$ cat src/rtl/rv32e_periph_pkg.sv
// Shared peripheral definitions: UART receiver state encoding and default sizing.
package rv32e_periph_pkg;

  localparam int DEF_CLKS_PER_BIT = 104;
  localparam int DEF_FIFO_DEPTH   = 4;

  typedef enum logic [2:0] {
    RX_IDLE,
    RX_START,
    RX_DATA,
    RX_STOP,
    RX_WAIT_IDLE
  } rx_state_t;

endpackage

$ cat src/rtl/sync_fifo.sv
// Single-clock FIFO with first-word fall-through read data; DEPTH must be a power of two >= 2.
module sync_fifo #(
  parameter int DEPTH = 4,
  parameter int WIDTH = 8
) (
  input  logic                     clk,
  input  logic                     rst_n,
  input  logic                     push,
  input  logic                     pop,
  input  logic [WIDTH-1:0]         wr_data,
  output logic [WIDTH-1:0]         rd_data,
  output logic                     full,
  output logic                     empty,
  output logic [$clog2(DEPTH):0]   count
);

  localparam int AW = $clog2(DEPTH);
  localparam logic [AW:0] FULL_CNT = (AW + 1)'(DEPTH);

  logic [WIDTH-1:0] mem [DEPTH];
  logic [AW-1:0]    wr_ptr;
  logic [AW-1:0]    rd_ptr;
  logic             do_push;
  logic             do_pop;

  assign empty   = (count == '0);
  assign full    = (count == FULL_CNT);
  assign do_pop  = pop && !empty;
  // A full FIFO still accepts a write when a read frees a slot in the same cycle.
  assign do_push = push && (!full || do_pop);
  assign rd_data = mem[rd_ptr];

  always_ff @(posedge clk) begin
    if (!rst_n) begin
      wr_ptr <= '0;
      rd_ptr <= '0;
      count  <= '0;
    end else begin
      if (do_push) wr_ptr <= wr_ptr + 1'b1;
      if (do_pop)  rd_ptr <= rd_ptr + 1'b1;
      case ({do_push, do_pop})
        2'b10:   count <= count + 1'b1;
        2'b01:   count <= count - 1'b1;
        default: count <= count;
      endcase
    end
  end

  always_ff @(posedge clk) begin
    if (do_push) mem[wr_ptr] <= wr_data;
  end

endmodule

$ cat src/rtl/uart_rx_fifo.sv
// UART 8N1 receiver feeding a small byte FIFO, with sticky framing and overrun flags.
//   state        | meaning
//   RX_IDLE      | line idle, waiting for a falling edge
//   RX_START     | timing to mid start bit, rejecting glitches
//   RX_DATA      | sampling 8 data bits LSB-first, one per bit period
//   RX_STOP      | sampling the stop bit; push byte or flag framing error
//   RX_WAIT_IDLE | after a bad stop bit, wait for the line to return high
module uart_rx_fifo
  import rv32e_periph_pkg::*;
#(
  parameter int CLKS_PER_BIT = DEF_CLKS_PER_BIT,
  parameter int FIFO_DEPTH   = DEF_FIFO_DEPTH
) (
  input  logic                          clk,
  input  logic                          rst_n,
  input  logic                          rx,
  input  logic                          rd_en,
  output logic [7:0]                    rd_data,
  output logic                          rx_valid,
  output logic [$clog2(FIFO_DEPTH):0]   fifo_count,
  output logic                          frame_err,
  output logic                          overrun,
  input  logic                          clr_err
);

  localparam int CW = $clog2(CLKS_PER_BIT);
  localparam logic [CW-1:0] HALF_TC = CW'(CLKS_PER_BIT / 2 - 1);
  localparam logic [CW-1:0] BIT_TC  = CW'(CLKS_PER_BIT - 1);

  rx_state_t     state, state_nxt;
  logic [CW-1:0] cnt, cnt_nxt;
  logic [2:0]    bit_idx, bit_nxt;
  logic [7:0]    shreg, shreg_nxt;
  logic          rx_meta, rx_sync;
  logic          push, set_ferr, set_ovr;
  logic          fifo_full, fifo_empty;

  always_ff @(posedge clk) begin
    if (!rst_n) begin
      rx_meta <= 1'b1;
      rx_sync <= 1'b1;
    end else begin
      rx_meta <= rx;
      rx_sync <= rx_meta;
    end
  end

  always_ff @(posedge clk) begin
    if (!rst_n) begin
      state   <= RX_IDLE;
      cnt     <= '0;
      bit_idx <= '0;
      shreg   <= '0;
    end else begin
      state   <= state_nxt;
      cnt     <= cnt_nxt;
      bit_idx <= bit_nxt;
      shreg   <= shreg_nxt;
    end
  end

  always_comb begin
    state_nxt = state;
    cnt_nxt   = cnt + 1'b1;
    bit_nxt   = bit_idx;
    shreg_nxt = shreg;
    push      = 1'b0;
    set_ferr  = 1'b0;
    case (state)
      RX_IDLE: begin
        cnt_nxt = '0;
        if (!rx_sync) state_nxt = RX_START;
      end
      RX_START: begin
        if (cnt == HALF_TC) begin
          cnt_nxt   = '0;
          bit_nxt   = '0;
          state_nxt = rx_sync ? RX_IDLE : RX_DATA;
        end
      end
      RX_DATA: begin
        if (cnt == BIT_TC) begin
          cnt_nxt   = '0;
          shreg_nxt = {rx_sync, shreg[7:1]};
          bit_nxt   = bit_idx + 1'b1;
          if (bit_idx == 3'd7) state_nxt = RX_STOP;
        end
      end
      RX_STOP: begin
        if (cnt == BIT_TC) begin
          cnt_nxt = '0;
          if (rx_sync) begin
            push      = 1'b1;
            state_nxt = RX_IDLE;
          end else begin
            set_ferr  = 1'b1;
            state_nxt = RX_WAIT_IDLE;
          end
        end
      end
      RX_WAIT_IDLE: begin
        cnt_nxt = '0;
        if (rx_sync) state_nxt = RX_IDLE;
      end
      default: begin
        cnt_nxt   = '0;
        state_nxt = RX_IDLE;
      end
    endcase
  end

  sync_fifo #(.DEPTH(FIFO_DEPTH), .WIDTH(8)) u_fifo (
    .clk     (clk),
    .rst_n   (rst_n),
    .push    (push),
    .pop     (rd_en),
    .wr_data (shreg),
    .rd_data (rd_data),
    .full    (fifo_full),
    .empty   (fifo_empty),
    .count   (fifo_count)
  );

  assign rx_valid = !fifo_empty;
  assign set_ovr  = push && fifo_full && !rd_en;

  // Setting a flag takes priority over clearing it in the same cycle.
  always_ff @(posedge clk) begin
    if (!rst_n) begin
      frame_err <= 1'b0;
      overrun   <= 1'b0;
    end else begin
      frame_err <= set_ferr | (frame_err & ~clr_err);
      overrun   <= set_ovr  | (overrun   & ~clr_err);
    end
  end

endmodule

$ cat config.mk
export PLATFORM = sky130hd
export DESIGN_NAME = uart_rx_fifo
export DESIGN_NICKNAME = d
export VERILOG_FILES = /design/src/rtl/rv32e_periph_pkg.sv /design/src/rtl/sync_fifo.sv /design/src/rtl/uart_rx_fifo.sv
export SDC_FILE = /design/constraint.sdc
export NUM_CORES = 1
export LEC_CHECK = 0
export BUFFER_PORTS_ARGS = -buffer_cell sky130_fd_sc_hd__buf_2
export CORE_UTILIZATION = 35
export DETAILED_ROUTE_END_ITERATION = 7
export GPL_TIMING_DRIVEN = 0
export MAX_ROUTING_LAYER = met4
export PLACE_DENSITY_LB_ADDON = 0.25
export SLEW_MARGIN = 20
export SYNTH_ARGS = -nofsm -noshare
export SYNTH_HDL_FRONTEND = slang
export SYNTH_SLANG_ARGS = --single-unit
export TNS_END_PERCENT = 30
$ cat constraint.sdc
create_clock -name clk -period 6 [get_ports clk]
set_input_delay 1.2 -clock clk [delete_from_list [all_inputs] [get_ports clk]]
set_output_delay 1.2 -clock clk [all_outputs]
set_load 0.02 [all_outputs]
==> key figures <==
Run status
  – Result of the run: finished, final reports clean

Die
  – Std cell rows: 32
  – Die width: 91.1 um
  – Starting Density: 36.1%
  – Core Region: 7690 um^2
  – I/O pin count: 19
  – Overall die area: 8290 um^2
  – Height of the chip: 91.1 um

Placed design
  – Setup Slack @ Placement: 3250 ps
  – IO buf count: 18
  – DP Area: 2990 um^2
  – Cell Count Post-Placement: 330
  – HPWL reported at the end of detailed placement: 3170 um
  – Weighted congestion at the end of routability-driven global placement: 0.750

Drt
  – # DRC: 0
  – Wire length per cell: 13.4 um
  – WL final: 4630 um
  – Mean number of vias per cell: 4.62
  – First drt pass iteration count: 4
  – Number of vias in the routed layout: 1599
  – Number of DRC violations after detailed-routing iteration 0: 101
  – Antenna-violating nets left: 0

Yosys
  – Post-synthesis instance area: 2780 um^2
  – Post-synth top cells: 34 x dfxtp_1, 32 x edfxtp_1, 15 x mux2i_1, 14 x nand2_1, 12 x nor2b_1
  – Total nets after synthesis: 223
  – Number of enable flip-flop cells after synthesis: 32
  – Main area contributors after synthesis: edfxtp_1 35%, dfxtp_1 25%, mux4_2 6.5%
  – Share of the synthesized area in the top cell type: 34.6%
  – Post-Syn Instances: 210
  – Post-synthesis sequential area ratio: 59.1%
  – Post-synth ARST share: 0%
  – Most used flip-flop cell after synthesis: dfxtp_1
  – FF+latch count, synth: 66
  – Post-Syn Area per Cell: 13.2 um^2
  – Most instantiated library cell after synthesis: dfxtp_1
  – Cell accounting for the most synthesized area: edfxtp_1
  – Yosys warning total: 0
  – Synth unique cells: 44

Pwr
  – Ratio of total power to cell area: 268 nW/um^2
  – Power share of the clock group: 43.8%
  – Leakage power of the design: 1.20 nW
  – Register share of total power: 54.8%
  – Net switching power of the design: 0.180 mW
  – Maximum vdd ir drop: 0.222 mV
  – Total power of the final layout: 0.856 mW
  – Combinational share of power: 1.4%
  – Cell-internal power: 0.676 mW
  – Net Sw Frac: 21.0%

Global routing
  – Pin count of the biggest net entering global routing: 13
  – Overflow after GRT: 0
  – Most Used Layer, Global Route: met2
  – GR Layer Usage met2: 20.5%
  – Number of antenna violations at the first check in global routing: 0
  – Global router's overall resource usage: 13.2%
  – Met3 track demand over resource in global routing: 5.36%
  – Met1 usage: 15.4%
  – Wire length of the first global-routing pass: 8050 um
  – Via count of the first global-routing pass: 1661

Cells and area
  – Area of all placed cells without fillers: 3200 um^2
  – Synth-to-Final Area Change: 15.2%
  – Final Non-Filler Cells: 346
  – Antenna fix cells: 0
  – Fillers: 741
  – Final cell utilization of the core: 41.6%
  – Layout cells sized above 1: 21.3%
  – Layout net count: 252

STA
  – Count of final max-slew check failures: 0
  – RSZ-0062 raised after global routing: false
  – Worst hold slack: 411 ps
  – Final period demand of the worst path: 2850 ps
  – Final setup violation count: 0
  – Setup Skew: 5.72 ps
  – Number of hold-slack violations in the final timing report: 0
  – Period utilisation layout: 47.5%
  – Worst Tran Pin Value: 589 ps
  – Setup TNS: 0 ps
  – Rel. slew slack: 60.4%
  – Maximum frequency from static timing analysis: 351 MHz
  – Minimum setup slack in the final design: 3150 ps

Clock network
  – Deepest clock path buffer count: 2
  – Post-CTS setup-driven buffer insertion count: 0
  – Total of hold buffers inserted after clock tree synthesis: 0
  – Root buf cell: clkbuf_8
  – CTS tree: done
  – Total CTS buffers: 9
  – CTS HTree Levels: 3
  – Clk sinks: 66
  – Post-cts sizing count: 0
  – Clock latency reported for the late side of the worst-skew pair: 340 ps
  – Clock transition at path regs: 70 ps

Setup path
  – Crit end category: output pin
  – Element type at the critical path start: register
  – Start-to-end type of the worst setup path: register to output pin
  – Library cell contributing the largest single delay on the critical path: mux4_2
  – Highest cell delay on the worst timing path: 550 ps
  – CP arrival: 1650 ps
  – Worst Path Max Fanout: 8
  – Critical path's top delay family: multiplexers
  – Critical path buffers and inverters: 2
  – Cells traversed along the worst timing path: buf_2, mux4_2, buf_2
  – Crit Reg-Reg Startpoint: cnt[0]
  – Most used cell along the critical path: buf_2
  – Crit path required time: 4800 ps

Worst hold path
  – Tightest Hold Check Type: register to register
  – Startpoint of the most critical hold path: rx_meta

Job
  – Max Cap Violations: 0
-- flip-flops by register name, indices dropped and copies added, names as in the netlist, named ones only --
signal,cells
u_fifo.mem,32
shreg,8
cnt,7
bit_idx,3
state,3
u_fifo.count,3
u_fifo.rd_ptr,2
u_fifo.wr_ptr,2
frame_err,1
overrun,1
rx_meta,1
rx_sync,1
-- final cells by class --
cell class,count,area (um^2),area share [%]
timing repair buffer,18,90.1,2.82
multi-input combinational,127,1060,33.3
inverter,8,30.0,0.939
buffer,9,41.3,1.29
sequential,66,1640,51.3
clock buffer,10,138,4.30
tap,102,128,3.99
clock inverter,6,66.3,2.07
-- metal layers --
metal | share of wire, % | routed length [um]
met1 | 47 | 2190
met2 | 47 | 2180
met3 | 4.1 | 188
met4 | 1.4 | 65
met5 | 0 | 0
-- power groups by stage --
stage / clock, mW / combinational, mW / sequential (mW)
4_1_cts: 0.387 / 0.0122 / 0.469
6_report: 0.375 / 0.0120 / 0.469
3_5_place_dp: 0 / 0.0121 / 0.479
5_1_grt: 0.404 / 0.0133 / 0.469
2_1_floorplan: 0 / 0.00791 / 0.479
3_3_place_gp: 0 / 0.0120 / 0.479
-- placed cells by master (no fill, tap or decap), types with 8 or more instances in the layout --
| cell | count |
|---|---|
| dfxtp_1 | 34 |
| edfxtp_1 | 32 |
| buf_2 | 21 |
| mux2i_1 | 15 |
| nand2_1 | 14 |
| nor2b_1 | 12 |
| and2_1 | 10 |
| nor2_1 | 10 |
| clkbuf_8 | 10 |
| inv_1 | 8 |
| mux4_2 | 8 |
-- worst paths after layout --
check / end / slack, ps / depth (start not counted)
max: rd_data[7] / 3150 / 3
min: rx_sync / 410 / 1
max reg2reg: u_fifo.count[2] / 3840 / 8
min reg2reg: rx_sync / 410 / 1
-- worst register-to-register path, cell delays in order (launching register included) --
cell and delay, ps:
dfxtp_1 330, ha_1 220, and2_1 150, buf_2 180
a31oi_1 280, inv_1 90, fa_1 400, a22oi_1 240
mux2i_1 200
-- cells by family after synthesis --
group / synth area share, %
AOI/OAI and AO/OA: 4.42
DFF: 59.1
buffers and inverters: 2.57
and+or+nand+nor: 15.6
xor gates and xnor gates: 2.52
muxes: 11.9
adders and majority gates: 3.88
No activity file was read; power rests on OpenSTA's default activity.
